--- src/rtl/dmem_arbiter.sv ---
// rtl/dmem_arbiter.sv - data-memory port arbiter between the CPU MEM stage and the external debug/load port
module dmem_arbiter #(
    parameter int ADDR_W   = 64,
    parameter int DATA_W   = 64,
    parameter int MAX_WAIT = 4
) (
    input  logic              clk,
    input  logic              arst_n,
    input  logic              enable,
    input  logic              cpu_ren,
    input  logic              cpu_wen,
    input  logic [ADDR_W-1:0] cpu_addr,
    input  logic [DATA_W-1:0] cpu_wdata,
    output logic [DATA_W-1:0] cpu_rdata,
    output logic              cpu_stall,
    input  logic              ext_req,
    input  logic              ext_wen,
    input  logic              ext_lock,
    input  logic [ADDR_W-1:0] ext_addr,
    input  logic [DATA_W-1:0] ext_wdata,
    output logic              ext_gnt,
    output logic              ext_rvalid,
    output logic [DATA_W-1:0] ext_rdata,
    output logic [ADDR_W-1:0] mem_addr,
    output logic [DATA_W-1:0] mem_wdata,
    output logic              mem_ren,
    output logic              mem_wen,
    input  logic [DATA_W-1:0] mem_rdata
);

    typedef enum logic {ARB, EXT_BURST} state_t;

    localparam logic [3:0] WAIT_MAX = 4'(MAX_WAIT);

    state_t     state, next_state, cur_state;
    logic [3:0] wait_cnt, cur_wait, next_wait;
    logic       cpu_req, cpu_gnt;

    assign cpu_req = enable & (cpu_ren | cpu_wen);

    // While reset is held the decision is made as if already back in ARB with no wait history.
    assign cur_state = arst_n ? ARB : state;
    assign cur_wait  = arst_n ? 4'd0 : wait_cnt;

    always_comb begin
        cpu_gnt    = 1'b0;
        ext_gnt    = 1'b0;
        mem_addr   = '0;
        mem_wdata  = '0;
        mem_ren    = 1'b0;
        mem_wen    = 1'b0;
        cpu_rdata  = '0;
        next_state = cur_state;
        next_wait  = cur_wait;

        if (cur_state == ARB) begin
            if (cpu_req && !(ext_req && cur_wait == WAIT_MAX)) begin
                cpu_gnt = 1'b1;
            end else if (ext_req) begin
                ext_gnt = 1'b1;
            end
        end else begin
            ext_gnt = ext_req;
        end

        if (cpu_gnt) begin
            mem_addr  = cpu_addr;
            mem_wdata = cpu_wdata;
            mem_wen   = cpu_wen;
            mem_ren   = cpu_ren & ~cpu_wen;
            cpu_rdata = mem_rdata;
        end else if (ext_gnt) begin
            mem_addr  = ext_addr;
            mem_wdata = ext_wdata;
            mem_wen   = ext_wen;
            mem_ren   = ~ext_wen;
        end

        if (ext_gnt || !ext_req) begin
            next_wait = 4'd0;
        end else if (cur_wait != WAIT_MAX) begin
            next_wait = cur_wait + 4'd1;
        end

        case (cur_state)
            ARB:       if (ext_gnt && ext_lock) next_state = EXT_BURST;
            EXT_BURST: if (!ext_req || (ext_gnt && !ext_lock)) next_state = ARB;
            default:   next_state = ARB;
        endcase
    end

    assign cpu_stall = cpu_req & ~cpu_gnt;

    always_ff @(posedge clk) begin
        if (arst_n) begin
            state      <= ARB;
            wait_cnt   <= 4'd0;
            ext_rvalid <= 1'b0;
            ext_rdata  <= '0;
        end else begin
            state      <= next_state;
            wait_cnt   <= next_wait;
            ext_rvalid <= ext_gnt & ~ext_wen;
            if (ext_gnt && !ext_wen) begin
                ext_rdata <= mem_rdata;
            end
        end
    end

endmodule

--- config.mk ---
export PLATFORM = sky130hd
export DESIGN_NAME = dmem_arbiter
export DESIGN_NICKNAME = d
export VERILOG_FILES = /design/src/rtl/dmem_arbiter.sv
export SDC_FILE = /design/constraint.sdc
export NUM_CORES = 1
export LEC_CHECK = 0
export CAP_MARGIN = 20
export CORE_AREA = 10 10 220 222
export DETAILED_ROUTE_END_ITERATION = 6
export DIE_AREA = 0 0 230 232
export HOLD_SLACK_MARGIN = 0.03
export PLACE_DENSITY = 0.45
export SYNTH_ARGS = -nofsm -noshare
export SYNTH_HDL_FRONTEND = slang
export SYNTH_SLANG_ARGS = --single-unit
--- constraint.sdc ---
create_clock -name clk -period 2 [get_ports clk]
set_input_delay 0.2 -clock clk [delete_from_list [all_inputs] [get_ports clk]]
set_output_delay 0.2 -clock clk [all_outputs]
set_load 0.02 [all_outputs]
Yosys cells after proc, flatten, opt, wreduce, memory -nomap -nowiden --
Cells that the tools add are included.
Storage, ports and cells: register bits 70, logic and storage cells 48
Cells by class: add/sub/neg operators 1, equality and inequality tests 2, muxes and demuxes 20, bitwise operators 9, reduce and logical (&&, ||, !) cells 12
Operator list (number):
- $mux W64 | 5
- $mux W1 | 12
- $mux W4 | 2
- $logic_and A1 B1 Y1 | 5
- $add A4 B1 Y4 const B | 1
- $and A1 B1 Y1 | 4
- $eq A4 B3 Y1 const B | 1
- $logic_not A1 Y1 | 4
- $ne A4 B3 Y1 const B | 1
- $not A1 Y1 | 4
- $logic_or A1 B1 Y1 | 2
- $pmux W1 S2 | 1
- $reduce_or A2 Y1 | 1
- $or A1 B1 Y1 | 1

Longest topological paths before layout --
Gate-level depths: netlist of run 1.
depth after elaboration 11, gate-level depth with buffers 10

Worst setup path after synthesis of run 1 --
Ideal clock, no wire load.
kind input -> output, start input port arst_n, end output port mem_addr[0], data arrival time 2.217 ns, required time 1.800 ns, slack -0.417 ns, stages 10, path buffers 5, cell sequence buf_4 > buf_4 > clkbuf_1 > nand2b_1 > ha_1 > nand3b_1 > o211ai_2 > buf_6 > buf_6 > mux2i_1
Between the ends: longest elaborated chain between the ends 9, elaborated cells on any way between the ends 12, classes of those cells 1 x eq/ne; 8 x mux; 3 x reduce/logical
RTL lines:
- start, declared | line 8 | input logic arst_n,
- $mux W4 | line 43 | assign cur_wait = arst_n ? 4'd0 : wait_cnt;
- $eq A4 B3 Y1 | line 57 | if (cpu_req && !(ext_req && cur_wait == WAIT_MAX)) begin
- $logic_and A1 B1 Y1 | line 57
- $logic_not A1 Y1 | line 57
- $logic_and A1 B1 Y1 | line 57
- $mux W1 | line 57
- $mux W1 | line 56 | if (cur_state == ARB) begin
- $mux W64 | line 72 | end else if (ext_gnt) begin
- $mux W64 * | line 66 | if (cpu_gnt) begin
- end, declared | line 24 | output logic [ADDR_W-1:0] mem_addr,
Every way passes the cells marked *; elsewhere a longest branch is shown, timed or not.

Final worst setup path of run 1 --
start register wait_cnt[0], end output port mem_wdata[54]
Between the ends: longest elaborated chain between the ends 9, elaborated cells on any way between the ends 11, classes of those cells 1 x eq/ne; 7 x mux; 3 x reduce/logical
RTL lines:
- start, declared | line 36 | logic [3:0] wait_cnt, cur_wait, next_wait;
- start signal, assigned | line 102 | wait_cnt <= next_wait;
- $mux W4 * | line 43
- $eq A4 B3 Y1 * | line 57
- $logic_and A1 B1 Y1 * | line 57
- $logic_not A1 Y1 * | line 57
- $logic_and A1 B1 Y1 * | line 57
- $mux W1 | line 57
- $mux W1 | line 56
- $mux W64 | line 72
- $mux W64 * | line 66
- end, declared | line 25 | output logic [DATA_W-1:0] mem_wdata,
Marks and branches as above.

==> results.md, run 1 <==
* Status: complete, but fails checks
* Failing checks: setup timing
* CTS tree: built
* Drt total wl at approximately 57000 microns
* Setup Skew at ~0.011 ns
* Synthesized instance count at 1057
* Worst-path clk slew at 0.06 ns
* Area of the multi-input gates at between 0.005 and 0.006 sq mm
* Post-layout min period at 2.52 ns
* Initial antenna violation count at 11
* Residual DRC at 0
* Layout cell share with drive strength beyond 1 at between 30% and 40%
* P_leak at 7.52 nW
* Most used cell, CP: buf_12
* Buf+Inv Stages, Crit Path at 6
* Hold Crit Class: input pin to register
* Clock latency at the later pin of the worst-skew pair at ~0.34 ns
* Achievable clock frequency at approximately 0.40 GHz
* Die ar. at about 0.053 sq mm
* Post-DP HPWL at ~43000 microns
* Largest delay contributor family on the critical path: buffers and inverters
* # rows at 77
* Final net count at approximately 2000
* CTS Buffer Depth at 2
* Reg area at roughly 0.0014 sq mm
* Most frequent cells in the layout: 389 x clkdlybuf4s50_1, 140 x buf_4, 139 x buf_6
* CTS buffer count at 9
* Final Hold Viols at 0
* Core Util, Final at around two fifths
* GRT Total Usage at approximately a fifth
* Unique masters post-synth at 33
* RSZ-0062 raised after global routing: yes
* Total of max-cap violations at 0
* Kind of critical path: register to primary output
* Mapped Avg Cell Area at 7.03 sq um
* Worst Tran Pin Value at slightly below 0.9 ns
* Vias in the first global route at around 10000
* IO Pins at between 500 and 600
* Layout area overhead at 127%
* Commonest non-fill, non-tap cell in the layout: clkdlybuf4s50_1
* Period Utilization, post-route at 126%
* Wire length per cell at ~25 microns
* Die Span X at about 230 microns
* Largest net degree at the start of global routing at 66
* Largest fanout on the critical path at 6
* Core area at approximately 0.044 sq mm
* Antenna viol nets, final at 0
* Normalized max-slew margin at 42.4%
* Root buffer cell: clkbuf_16
* Worst setup SP type: register
* Fillers at 4564
* Drt via density at 4.49
* Starting DRT DRC Count at 550
* Pwr/cell area at 448 mW/mm^2
* Post-Place Cells at around 2200
* Fin cells at 2295
* PortBufs at 588
* Remaining global-route overflow at 0
* Initial Util at 16.9%
* Post-synth net total at 1387
* Slew Viols, Final at 0
* First-pass GRT wire length at approximately 76000 microns
* Vias post-DR at between 10000 and 15000
* Setup crit end kind: primary output
* Area of the mapped netlist at about 0.0074 sq mm
* Worst EP required at around 1.8 ns
* Final setup margin at -0.523 ns
* CP peak stage delay at 0.33 ns
* CTS sink count at 70
* Final setup violation count at 195
* Detailed Routing Iterations Pass 1 at 5
* Synthesized flop and latch total at 70
* Yosys warns at 0
* Critical path arrival at about 2.3 ns
* # hold bufs at CTS at 0
* Die height at roughly 230 microns
* Sequential area share after synthesis at between 10% and 20%
* GPL Wtd Cong at roughly 0.94
* CTS H-tree lvls at 3
* Maximum VDD drop at between 200 and 300 uV
* Slowest stage cell on the critical path: dfxtp_2
* Crit path cell chain: nand2b_4, ha_4, nand3b_1, o211ai_4, buf_12, buf_12, buf_12, buf_6, mux2i_2, buf_4, buf_6
## through the flow
stage | setup slack, ns | cell area (sq um) | TNS [ns] | hold WS [ns] | power (W)
2_1_floorplan | -0.171 | 7920 | -17.00 | 0.346 | 0.00304
3_3_place_gp | -0.745 | 14800 | -81.24 | 0.582 | 0.00505
3_5_place_dp | -0.699 | 14800 | -82.42 | 0.584 | 0.00505
4_1_cts | -0.540 | 16000 | -67.40 | 0.245 | 0.00733
5_1_grt | -0.603 | 16800 | -93.28 | 0.262 | 0.00787
6_report | -0.523 | 16800 | -75.96 | 0.263 | 0.00754
## sequential cells by signal, indices dropped and copies added (netlist names)
| register | cells |
|---|---|
| state | 1 |
| ext_rdata | 64 |
| wait_cnt | 4 |
| ext_rvalid | 1 |
## what timing repair did
item                       in CTS  in global routing
setup buffers                  43                 38
setup endpoints to repair     195                195
pin swaps                       2                 24
resized for setup             644                339
cloned                          6                  9
## worst paths after layout
check | start | endpoint | slack, ns | cells after the start
setup / recovery | wait_cnt[0] | mem_wdata[54] | -0.52 | 11
hold / removal | ext_req | wait_cnt[0] | 0.26 | 4
setup reg to reg | wait_cnt[0] | wait_cnt[1] | 0.02 | 10
hold reg to reg | wait_cnt[0] | wait_cnt[0] | 0.54 | 2
## metal layers
| metal | vias to the layer above | part of all wire, % | wire [microns] | track usage [%] |
|---|---|---|---|---|
| met5 | - | 0.16 | 93 | 0 |
| met4 | 16 | 3.9 | 2200 | 7.13 |
| met3 | 71 | 8.6 | 4850 | 7.15 |
| met2 | 431 | 52 | 29500 | 36.1 |
| met1 | 4862 | 35 | 20000 | 19.2 |
| li1 | 4916 | - | - | - |
## cell families after synthesis
group	count (synthesis)	share of synthesized area [%]
multiplexers	130	17.5
buffers and inverters	246	13.9
AO/OA/AOI/OAI	136	11.6
AND/OR/NAND/NOR	473	37.7
flip-flops	70	18.8
adder cells (fa/ha/maj)	2	0.337
## final cells by class
class                           instances  share of cell area (%)
Sequential cell                        70                    8.33
Inverter                              131                    2.92
Clock inverter                          5                   0.617
Tap cell                              592                    4.40
Multi-Input combinational cell        741                    34.9
Clock buffer                           11                    1.50
Antenna cell                            4                  0.0594
Timing Repair Buffer                  741                    47.3
## synthesized netlist by cell type
library cell,count,share of area [%]
inv_1,131,6.6
nand2_1,131,6.6
mux2i_1,130,18
clkbuf_1,80,4.0
dfxtp_1,70,19
nor2b_1,68,5.7
a22oi_1,65,6.6
nand3_1,65,4.4
and2_1,64,5.4
nand4_1,64,5.4
o21ai_0,64,4.3
nor4bb_1,62,8.3
buf_2,12,0.81
buf_6,10,1.5
buf_1,7,0.35
buf_4,6,0.61
nand2b_1,5,0.42
nor2_1,3,0.15
and3_1,2,0.17
and4bb_2,2,0.34
ha_1,2,0.34
nor4_1,2,0.17
o21a_1,2,0.20
a21oi_1,1,0.067
a31o_2,1,0.12
and4bb_1,1,0.17
nand2b_4,1,0.19
nand3b_1,1,0.10
nand4bb_1,1,0.15
nor3_1,1,0.067
o211a_1,1,0.13
o211ai_2,1,0.17
o21ai_1,1,0.067
## power breakdown
part | switching [W] | internal (W)
Combinational | 0.00184 | 0.00219
Sequential | 0.0000394 | 0.00148
Clock | 0.000703 | 0.00129
Total | 0.00258 | 0.00496
## tightest hold or removal path, stage by stage
cell and delay (ns):
buf_6 0.10, nand2b_4 0.08, buf_4 0.13, nor4_1 0.05
No activity file was read; power rests on OpenSTA's default activity.
==> inputs of run 2 (changes only) <==
Settings changed: PLACE_DENSITY 0.45 to 0.52.
==> run 2 against run 1 <==
Net effect:
- the flow still finishes with violations (setup timing)
- non-clock buffer count is 16 lower
- setup slack better by 0.0050 ns
- critical path depth is 1 lower
- final cell count is 0.74% lower
- global-route usage is 1.0 points lower
- die area stayed put
- count of clock-buffer cells in the layout is 1 lower
- critical endpoint is now mem_wdata[25]
==> results.md, run 2 (synthesis gave the netlist of run 1 again) <==
* Status: complete, but fails checks
* Failing checks: setup timing
* Layout area overhead at 124%
* Largest fanout on the critical path at 6 (unchanged)
* Clock latency at the later pin of the worst-skew pair at 0.34 ns (about the same)
* Starting DRT DRC Count at 665 (+21%)
* RSZ-0062 raised after global routing: yes
* Most used cell, CP: buf_12
* Area of the multi-input gates at 0.00586 sq mm (-0.23%)
* Residual DRC at 0 (unchanged)
* Power Total at 0.00720 W (-4.6%)
* Worst EP required at 1.80 ns (about the same)
* Core area at 0.0439 sq mm (unchanged)
* Final setup margin at -0.518 ns (+0.00501 ns)
* Post-layout min period at 2.52 ns (-0.00501 ns)
* Core Util, Final at 37.9% (-0.41 points)
* CTS tree: built
* # rows at 77 (unchanged)
* GRT Total Usage at 18.3% (-1.0 points)
* Pwr/cell area at 432 mW/mm^2 (-3.6%)
* Worst setup SP type: register
* Final Hold Viols at 0 (unchanged)
* Drt total wl at 53400 microns (-5.7%)
* CTS buffer count at 9 (unchanged)
* Total of max-cap violations at 0 (unchanged)
* First-pass GRT wire length at 73500 microns (-3.5%)
* Worst Tran Pin Value at 0.901 ns (+0.0362 ns)
* Hold Crit Class: input pin to register
* Slew Viols, Final at 0 (unchanged)
* Fin Hold WS at 0.302 ns (+0.0390 ns)
* PortBufs at 588 (unchanged)
* Drt via density at 4.52 (+0.74%)
* Die Span X at 230 microns (unchanged)
* Detailed Routing Iterations Pass 1 at 5 (unchanged)
* GPL Wtd Cong at 0.954 (+1.5%)
* CTS Buffer Depth at 2 (unchanged)
* Kind of critical path: register to primary output
* CP peak stage delay at 0.33 ns (about the same)
* Slowest stage cell on the critical path: dfxtp_2
* Place WS at -0.712 ns (-0.0134 ns)
* Initial Util at 16.9% (unchanged)
* Root buffer cell: clkbuf_16
* Die height at 232 microns (unchanged)
* Die ar. at 0.0534 sq mm (unchanged)
* Vias post-DR at 10295 (-0.0097%)
* Commonest non-fill, non-tap cell in the layout: clkdlybuf4s50_1
* Remaining global-route overflow at 0 (unchanged)
* Largest regs: ext_rdata: 64 flops, wait_cnt: 4 flops
* Max FFs per register at 64 (unchanged)
* Achievable clock frequency at 0.397 GHz (+0.20%)
* Largest net degree at the start of global routing at 82 (+24%)
* Largest register by flop count: ext_rdata
* CTS H-tree lvls at 3 (unchanged)
* Antenna viol nets, final at 0 (unchanged)
* Buf+Inv Stages, Crit Path at 5 (-1)
* Initial antenna violation count at 11 (unchanged)
* Period Utilization, post-route at 126% (-0.25 points)
* Final net count at 2009 (-0.74%)
* IO Pins at 589 (unchanged)
* Post-DP HPWL at 40300 microns (-7.0%)
* Worst-path clk slew at 0.06 ns (about the same)
* Reg area at 0.00140 sq mm (unchanged)
* Wire length per cell at 23.5 microns (-5.0%)
* Most frequent cells in the layout: 389 x clkdlybuf4s50_1, 133 x buf_4, 131 x inv_1, 131 x nand2_1, 116 x buf_6
* Setup crit end kind: primary output
* Largest delay contributor family on the critical path: buffers and inverters
* Crit path cell chain: nand2b_4, ha_4, nand3b_1, o211ai_4, buf_12, buf_8, buf_12, buf_12, mux2i_4, buf_12
* P_leak at 7.43 nW (-1.3%)
* Normalized max-slew margin at 40.0% (-2.4 points)
* Setup Skew at 0.00971 ns (-0.00124 ns)
* Fin cells at 2278 (-0.74%)
* Maximum VDD drop at 257 uV (-8.3%)
* CTS sink count at 70 (unchanged)
* Vias in the first global route at 10445 (+0.63%)
* Critical path arrival at 2.32 ns (about the same)
* Post-Place Cells at 2193 (+0.41%)
* Final setup violation count at 195 (unchanged)
* Layout cell share with drive strength beyond 1 at 29.6% (-0.96 points)
* Fillers at 4524 (-0.88%)
* # hold bufs at CTS at 0 (unchanged)
-- run 2: changes by cell type in the layout (fill, tap and decap cells not counted), sizes merged --
cell      previous run  this run
buf                346       328
clkinvlp             0         2
o211a                1         2
clkbuf              17        18
diode                4         3
bufinv               3         1
-- run 2: area by class of cell --
cell class | instances | share of cell area, %
repair buffers | 725 | 47.2
multi-input cells | 742 | 35.2
flip-flops and latches | 70 | 8.42
well taps | 592 | 4.44
inverters | 131 | 2.95
clock buffers | 10 | 1.43
clock inverters | 5 | 0.353
diodes | 3 | 0.0450
-- run 2: per-stage QoR --
step	setup TNS (ns)	cell area (sq um)
3_5_place_dp	-108.68	14900
6_report	-72.53	16700
4_1_cts	-78.86	15800
5_1_grt	-88.85	16700
2_1_floorplan	-17.00	7920
3_3_place_gp	-103.84	14900
-- run 2: per-layer routing --
| layer | vias up | global-route usage (%) | routed length [microns] |
|---|---|---|---|
| met5 | - | 0 | 97 |
| met4 | 16 | 7.83 | 2280 |
| met3 | 73 | 5.97 | 4070 |
| met2 | 412 | 32.6 | 27300 |
| met1 | 4908 | 19.5 | 19700 |
| li1 | 4886 | - | - |
-- run 2: worst reg2reg max path, stage by stage, from the launching register on --
cell and delay (ns):
dfxtp_2 0.33, nand2b_4 0.08, ha_4 0.13, nand3b_1 0.15
buf_4 0.18, buf_6 0.12, o211a_4 0.30, buf_12 0.15
clkbuf_16 0.14, buf_6 0.12, and3_4 0.13
-- run 2: report_power, final --
group / switching, W / internal, W
clock network: 0.000705 / 0.000998
registers: 0.0000372 / 0.00148
logic: 0.00182 / 0.00216
-- run 2: worst paths after layout --
check	start	to	slack (ns)	cells past startpoint
max	wait_cnt[1]	mem_wdata[25]	-0.52	10
min reg2reg	wait_cnt[0]	wait_cnt[0]	0.53	2
max reg2reg	wait_cnt[1]	wait_cnt[1]	0.07	10
min	ext_req	wait_cnt[0]	0.30	4
-- run 2: repair_timing --
| item | in CTS | in global routing |
|---|---|---|
| endpoints found under the setup margin | 195 | 195 |
| pin swaps | 5 | 29 |
| cloned | 8 | 8 |
| setup buffers | 37 | 25 |
| gates resized for setup | 721 | 313 |
